<file path="src/rtl/clock_ratio_meter.sv">
// Measures the edge-to-edge interval of a slow square wave in system-clock cycles and reports it as a ratio.
// Define CLOCK_RATIO_METER_SYNC_EN to put a 2-flop synchronizer in front of sig_in.
`timescale 1ns/1ps
module clock_ratio_meter #(
  parameter int          CNT_W      = 32,
  parameter logic [31:0] TIMEOUT    = 32'd1048576,
  parameter int          LOCK_COUNT = 4
) (
  input  logic             clock,
  input  logic             reset,
  input  logic             sig_in,
  output logic [CNT_W-1:0] ratio,
  output logic             ratio_valid,
  output logic             locked,
  output logic             timeout,
  output logic [1:0]       state
);

  localparam logic [1:0] IDLE    = 2'd0;
  localparam logic [1:0] MEASURE = 2'd1;
  localparam logic [1:0] LOCKED  = 2'd2;

  localparam int                MATCH_W     = $clog2(LOCK_COUNT + 1);
  localparam logic [CNT_W-1:0]  TIMEOUT_CNT = CNT_W'(TIMEOUT);
  localparam logic [CNT_W-1:0]  CNT_ONE     = CNT_W'(1);
  localparam logic [MATCH_W-1:0] LOCK_M     = MATCH_W'(LOCK_COUNT);
  localparam logic [MATCH_W-1:0] MATCH_ONE  = MATCH_W'(1);

  logic               s;
  logic               s_prev;
  logic [CNT_W-1:0]   cnt;
  logic [MATCH_W-1:0] match;
  logic               edge_seen;
  logic               active;
  logic               timeout_hit;
  logic [MATCH_W-1:0] match_next;

`ifdef CLOCK_RATIO_METER_SYNC_EN
  logic sync_meta;

  always_ff @(posedge clock) begin
    if (reset) begin
      sync_meta <= 1'b0;
      s         <= 1'b0;
    end else begin
      sync_meta <= sig_in;
      s         <= sync_meta;
    end
  end
`else
  always_ff @(posedge clock) begin
    if (reset) s <= 1'b0;
    else       s <= sig_in;
  end
`endif

  always_ff @(posedge clock) begin
    if (reset) s_prev <= 1'b0;
    else       s_prev <= s;
  end

  // match == 0 marks the first sample since IDLE, which can never count as a repeat.
  always_comb begin
    edge_seen   = s ^ s_prev;
    active      = (state != IDLE);
    timeout_hit = active && !edge_seen && (cnt == TIMEOUT_CNT);
    match_next  = MATCH_ONE;
    if ((match != '0) && (cnt == ratio)) begin
      match_next = (match == LOCK_M) ? LOCK_M : match + MATCH_ONE;
    end
  end

  always_ff @(posedge clock) begin
    if (reset) begin
      state       <= IDLE;
      cnt         <= '0;
      match       <= '0;
      ratio       <= '0;
      ratio_valid <= 1'b0;
      locked      <= 1'b0;
      timeout     <= 1'b0;
    end else begin
      ratio_valid <= 1'b0;
      timeout     <= 1'b0;

      // In IDLE the counter freezes so a lost signal does not keep re-triggering.
      if (edge_seen) cnt <= CNT_ONE;
      else if (active && (cnt != TIMEOUT_CNT)) cnt <= cnt + CNT_ONE;

      if (edge_seen) begin
        if (!active) begin
          state <= MEASURE;
        end else begin
          ratio       <= cnt;
          ratio_valid <= 1'b1;
          match       <= match_next;
          state       <= (match_next == LOCK_M) ? LOCKED : MEASURE;
          locked      <= (match_next == LOCK_M);
        end
      end else if (timeout_hit) begin
        timeout <= 1'b1;
        state   <= IDLE;
        match   <= '0;
        locked  <= 1'b0;
      end
    end
  end

endmodule
</file>
<file path="config.mk">
export PLATFORM = sky130hd
export DESIGN_NAME = clock_ratio_meter
export DESIGN_NICKNAME = d
export VERILOG_FILES = /design/src/rtl/clock_ratio_meter.sv
export SDC_FILE = /design/constraint.sdc
export NUM_CORES = 1
export LEC_CHECK = 0
export CAP_MARGIN = 5
export CORE_MARGIN = 2
export CORE_UTILIZATION = 45
export CTS_CLUSTER_SIZE = 16
export DETAILED_ROUTE_END_ITERATION = 8
export HOLD_SLACK_MARGIN = 0.03
export PLACE_DENSITY = 0.68
export SLEW_MARGIN = 20
export SYNTH_ARGS = -nofsm -noshare
export SYNTH_HDL_FRONTEND = slang
export SYNTH_SLANG_ARGS = --single-unit
</file>
<file path="constraint.sdc">
create_clock -name clock -period 2.6 [get_ports clock]
set_clock_uncertainty 0.15 [all_clocks]
set_input_delay 0.78 -clock clock [delete_from_list [all_inputs] [get_ports clock]]
set_output_delay 0.78 -clock clock [all_outputs]
set_load 0.01 [all_outputs]
</file>
== Word-level counts from Yosys, hierarchy flattened ==
Cells that the tools add are included.

* Input port bits: 3
* Register bits after elaboration: 74
* Logic and storage cells: 49

* Multiplexer cells: 16
* Equality and inequality tests: 6
* Reductions and logical operators: 13
* Bitwise operators: 2
* Add/subtract/negate cells: 2

{| class="wikitable"
|+ Operators with widths
! cell !! number
|-
| $add A32 B1 Y32 const B || 1
|-
| $eq A32 B21 Y1 const B || 1
|-
| $eq A32 B32 Y1 || 1
|-
| $ne A32 B21 Y1 const B || 1
|-
| $mux W3 || 5
|-
| $mux W2 || 4
|-
| $mux W1 || 7
|-
| $eq A3 B3 Y1 const B || 2
|-
| $reduce_bool A2 Y1 || 3
|-
| $logic_and A1 B1 Y1 || 4
|-
| $reduce_and A2 Y1 || 2
|-
| $reduce_or A2 Y1 || 2
|-
| $add A3 B1 Y3 const B || 1
|-
| $reduce_bool A3 Y1 || 1
|-
| $ne A2 B1 Y1 const B || 1
|-
| $logic_not A1 Y1 || 1
|-
| $not A1 Y1 || 1
|-
| $xor A1 B1 Y1 || 1
|}

== Longest topological paths before layout ==
* Depth in word-level cells: 7
* Depth in mapped cells: 7

== Worst setup path after synthesis ==
OpenSTA, ideal clock, no wires.

* Kind: register to register
* From: reg cnt[1]
* To: reg cnt[28]
* Stages on the path, launching flop included: 8
* Setup time: 0.115 ns
* Path buffers: 1
* Setup slack: 0.576 ns
* Arrival time: 1.760 ns
* Period minus slack after synthesis: 2.024 ns
* Cell sequence: dfxtp_1 > ha_1 > o2111a_1 > nand4_4 > or2_1 > buf_6 > o31a_1 > o21a_1

* Word-level cells in the longest chain between the ends: 2

{| class="wikitable"
|+ Ends and longest elaborated chain
! what !! line !! source
|-
| start: declaration || 31 || <nowiki>logic [CNT_W-1:0] cnt;</nowiki>
|-
| start signal: assignment || 88 || <nowiki>else if (active && (cnt != TIMEOUT_CNT)) cnt <= cnt + CNT_ONE;</nowiki>
|-
| branches (longest 2 deep; another with $add A32 B1 Y32) || -- ||
|}

Several ways; the timed one is not identified.
A chain may end at the register's enable or synchronous reset.

== Final worst setup path ==
* From: reg state[1]
* To: out state[1]

{| class="wikitable"
|+ RTL lines
! what !! line !! source
|-
| start: declaration || 16 || <nowiki>output logic [1:0] state</nowiki>
|-
| start signal: assignment || 97 || <nowiki>state <= (match_next == LOCK_M) ? LOCKED : MEASURE;</nowiki>
|}

No word-level cell between the ends.

==> impl_metrics.py <==
metrics = {
    "worst_hold_path": {
        "hold_class": "reg -> reg",
    },
    "global_routing": {
        "grt_pass1_wl_mm": 15.0,
        "overflow": 0,
        "antenna_found_initial": 0,
        "grt_pass1_vias": 2938,
        "grtUsageTotal_pct": 22.2,
        "grt_max_degree": 43,
    },
    "clocking": {
        "cts_setup_buffers": 0,
        "cts_resized": 0,
        "clock_path_buffers": 2,
        "insertion_delay_ps": 360,
        "numCtsBuffers": 9,
        "cts_sinks": 74,
        "clk_pin_slew_ps": 80,
        "htree_levels": 3,
        "clockRootBuffer": "clkbuf_8",
        "cts_tree": "done",
        "hold_buffers": 0,
    },
    "floorplan": {
        "die_y_microns": 93.5,
        "start_util_pct": 46.7,
        "die-area_sq_um": 8750,
        "rows": 32,
        "die_x_microns": 93.5,
        "pin_count": 40,
        "fp.coreArea_sq_um": 7730,
    },
    "place": {
        "place.gp.congestion": 0.878,
        "io_buffers": 39,
        "hpwl_mm": 6.43,
    },
    "setup_path": {
        "cp_slowest_cell": "clkdlybuf4s50_1",
        "worstPathMaxFanout": 6,
        "crit_path_end_kind": "output port",
        "worst_path_dominant_cell_family": "buffers and inverters",
        "crit_arrival_ps": 1390,
        "cp.required_ps": 1670,
        "slowest_delay_ps": 580,
        "path_cells": "clkdlybuf4s50_1",
        "path_buf_inv": 1,
        "path_class": "reg -> out",
        "startpoint_type": "register",
    },
    "sta": {
        "setup_violations": 0,
        "period_minus_slack_ps": 2320,
        "tns_ps": 0,
        "rsz0062_at_grt": "false",
        "max_slew_margin_pct": 63.6,
        "worst_slew_pin_slew_ps": 544,
        "final-max-slew-violation-count": 0,
        "whs_ps": 318,
        "fmax_mhz": 431,
        "min_period_over_period_pct": 89.3,
        "final-hold-violation-count": 0,
    },
    "detailed_routing": {
        "routed_wl_mm": 9.01,
        "viasPerCell": 5.47,
        "drc": 0,
        "vias": 3109,
        "ant_nets": 0,
        "drt_iter0_markers": 206,
        "dr.pass1.iters": 4,
        "avgRoutedWirePerCell_microns": 15.9,
    },
    "synth": {
        "synth_top_area_share_pct": 41.1,
        "yosys_most_used_dff": "dfxtp_1",
        "ys_warn_count": 0,
        "synthCells": 433,
        "synth_area_sq_um": 3610,
        "synth_area_leaders": "dfxtp_1, xnor2_1, nand2_1",
        "synth.distinct_cells": 50,
        "yosys.area.top_type": "dfxtp_1",
        "synth_sequential_area_ratio_pct": 41.1,
        "synth_edf_count": 0,
        "ys_ff_latch": 74,
        "synth_nets": 440,
        "ys_async_sr_fraction_pct": 0,
        "post_synth.cell_area_avg_sq_um": 8.33,
    },
    "final_layout": {
        "drive_gt1_share_pct": 7.51,
        "layout_commonest_cell": "dfxtp_1",
        "final_cell_mix": "dfxtp_1, nand2_1, a21oi_1",
        "layout.nets": 468,
        "area_delta_synth_final_pct": 17.6,
        "utilization_pct": 54.9,
        "antenna_cells": 0,
    },
    "flow_run": {
        "drv_cap": 0,
    },
    "power_and_ir_drop": {
        "pwr-share-seq_pct": 53.0,
        "power_leakage_nw": 1.36,
        "pwr-share-comb_pct": 5.9,
        "p_int_mw": 1.63,
        "clkPwrFrac_pct": 41.0,
        "switching_share_pct": 25.3,
        "power.switching_mw": 0.550,
        "power_density_nw_per_um2": 514,
        "ir_drop_uv": 237,
    },
    "outcome": {
        "outcome": "finished, final reports clean",
    },
}
## power by group through the flow
| stage | Combinational [mW] | Sequential [mW] | Clock, mW |
|---|---|---|---|
| after floorplan | 0.0841 | 1.18 | 0 |
| after detailed placement | 0.128 | 1.18 | 0 |
| final | 0.130 | 1.16 | 0.894 |
| after global routing | 0.143 | 1.16 | 0.955 |
| after global placement | 0.125 | 1.18 | 0 |
| after CTS | 0.128 | 1.16 | 0.907 |
## final cells by class
type                    count  area (sq um)
flip-flops and latches     74          1480
well taps                 102           128
fillers                   712          3490
inverters                  13          48.8
clock inverters             7          70.1
clock buffers               9           124
multi-input cells         316          1910
repair buffers             47           475
## sequential cells by signal (all words and copies together), names as in the netlist
signal,count
ratio,32
match,3
cnt,32
locked,1
s_prev,1
ratio_valid,1
timeout,1
s,1
state,2
## synthesized netlist by cell type, types with 2 or more instances
| cell | n |
|---|---|
| o2bb2ai_1 | 2 |
| inv_1 | 13 |
| nand4_1 | 14 |
| o21ai_0 | 13 |
| and3_1 | 3 |
| nand2_1 | 73 |
| a21oi_1 | 46 |
| nor3_1 | 6 |
| nor4_1 | 13 |
| buf_6 | 3 |
| clkbuf_1 | 16 |
| or2_2 | 2 |
| ha_1 | 4 |
| nand2b_1 | 2 |
| and4_4 | 2 |
| nand3_1 | 9 |
| and2_1 | 2 |
| o211ai_1 | 3 |
| buf_2 | 10 |
| o21a_1 | 3 |
| or4_1 | 2 |
| nor2_1 | 25 |
| o21ai_1 | 3 |
| nor2b_1 | 3 |
| o2111ai_1 | 3 |
| dfxtp_1 | 74 |
| o31a_1 | 2 |
| or3_1 | 10 |
| xnor2_1 | 43 |
| xor2_1 | 9 |
## logic make-up after synthesis
logic type                 count (synthesis)  share of synthesized area (%)
xor gates and xnor gates                  52                           12.6
muxes                                      1                          0.278
and+or+nand+nor                          177                           25.4
AOI/OAI and AO/OA                         82                           13.3
adders and majority gates                  4                           1.39
DFF                                       74                           41.1
buffers and inverters                     43                           5.90
## final timing paths
path	from	endpoint	slack, ps	cells past startpoint
worst max-delay path	state[1]$_SDFFE_PP0P_	state[1]	280	1
worst min-delay path	locked$_SDFFE_PP0P_	locked$_SDFFE_PP0P_	320	1
worst max register to register	cnt[0]$_SDFFE_PP0P_	cnt[3]$_SDFFE_PP0P_	320	8
worst min register to register	locked$_SDFFE_PP0P_	locked$_SDFFE_PP0P_	320	1
## metal layers
metal | wire length (microns) | track usage [%] | vias up | share of wire (%)
li1 | - | - | 1553 | -
met3 | 529 | 5.32 | 15 | 5.9
met1 | 4260 | 30.8 | 1458 | 47
met5 | 0 | 0 | - | 0
met4 | 208 | 7.60 | 0 | 2.3
met2 | 4010 | 33.9 | 83 | 44
## metrics by stage
stage	setup slack (ps)	instance area, sq um	power (mW)	std cells
after detailed placement	244	4050	1.31	552
after floorplan	576	3610	1.26	433
after global routing	183	4240	2.26	568
after global placement	260	4050	1.31	552
final	278	4240	2.18	568
after CTS	268	4240	2.19	568
Power figures use the tool's default switching activity.
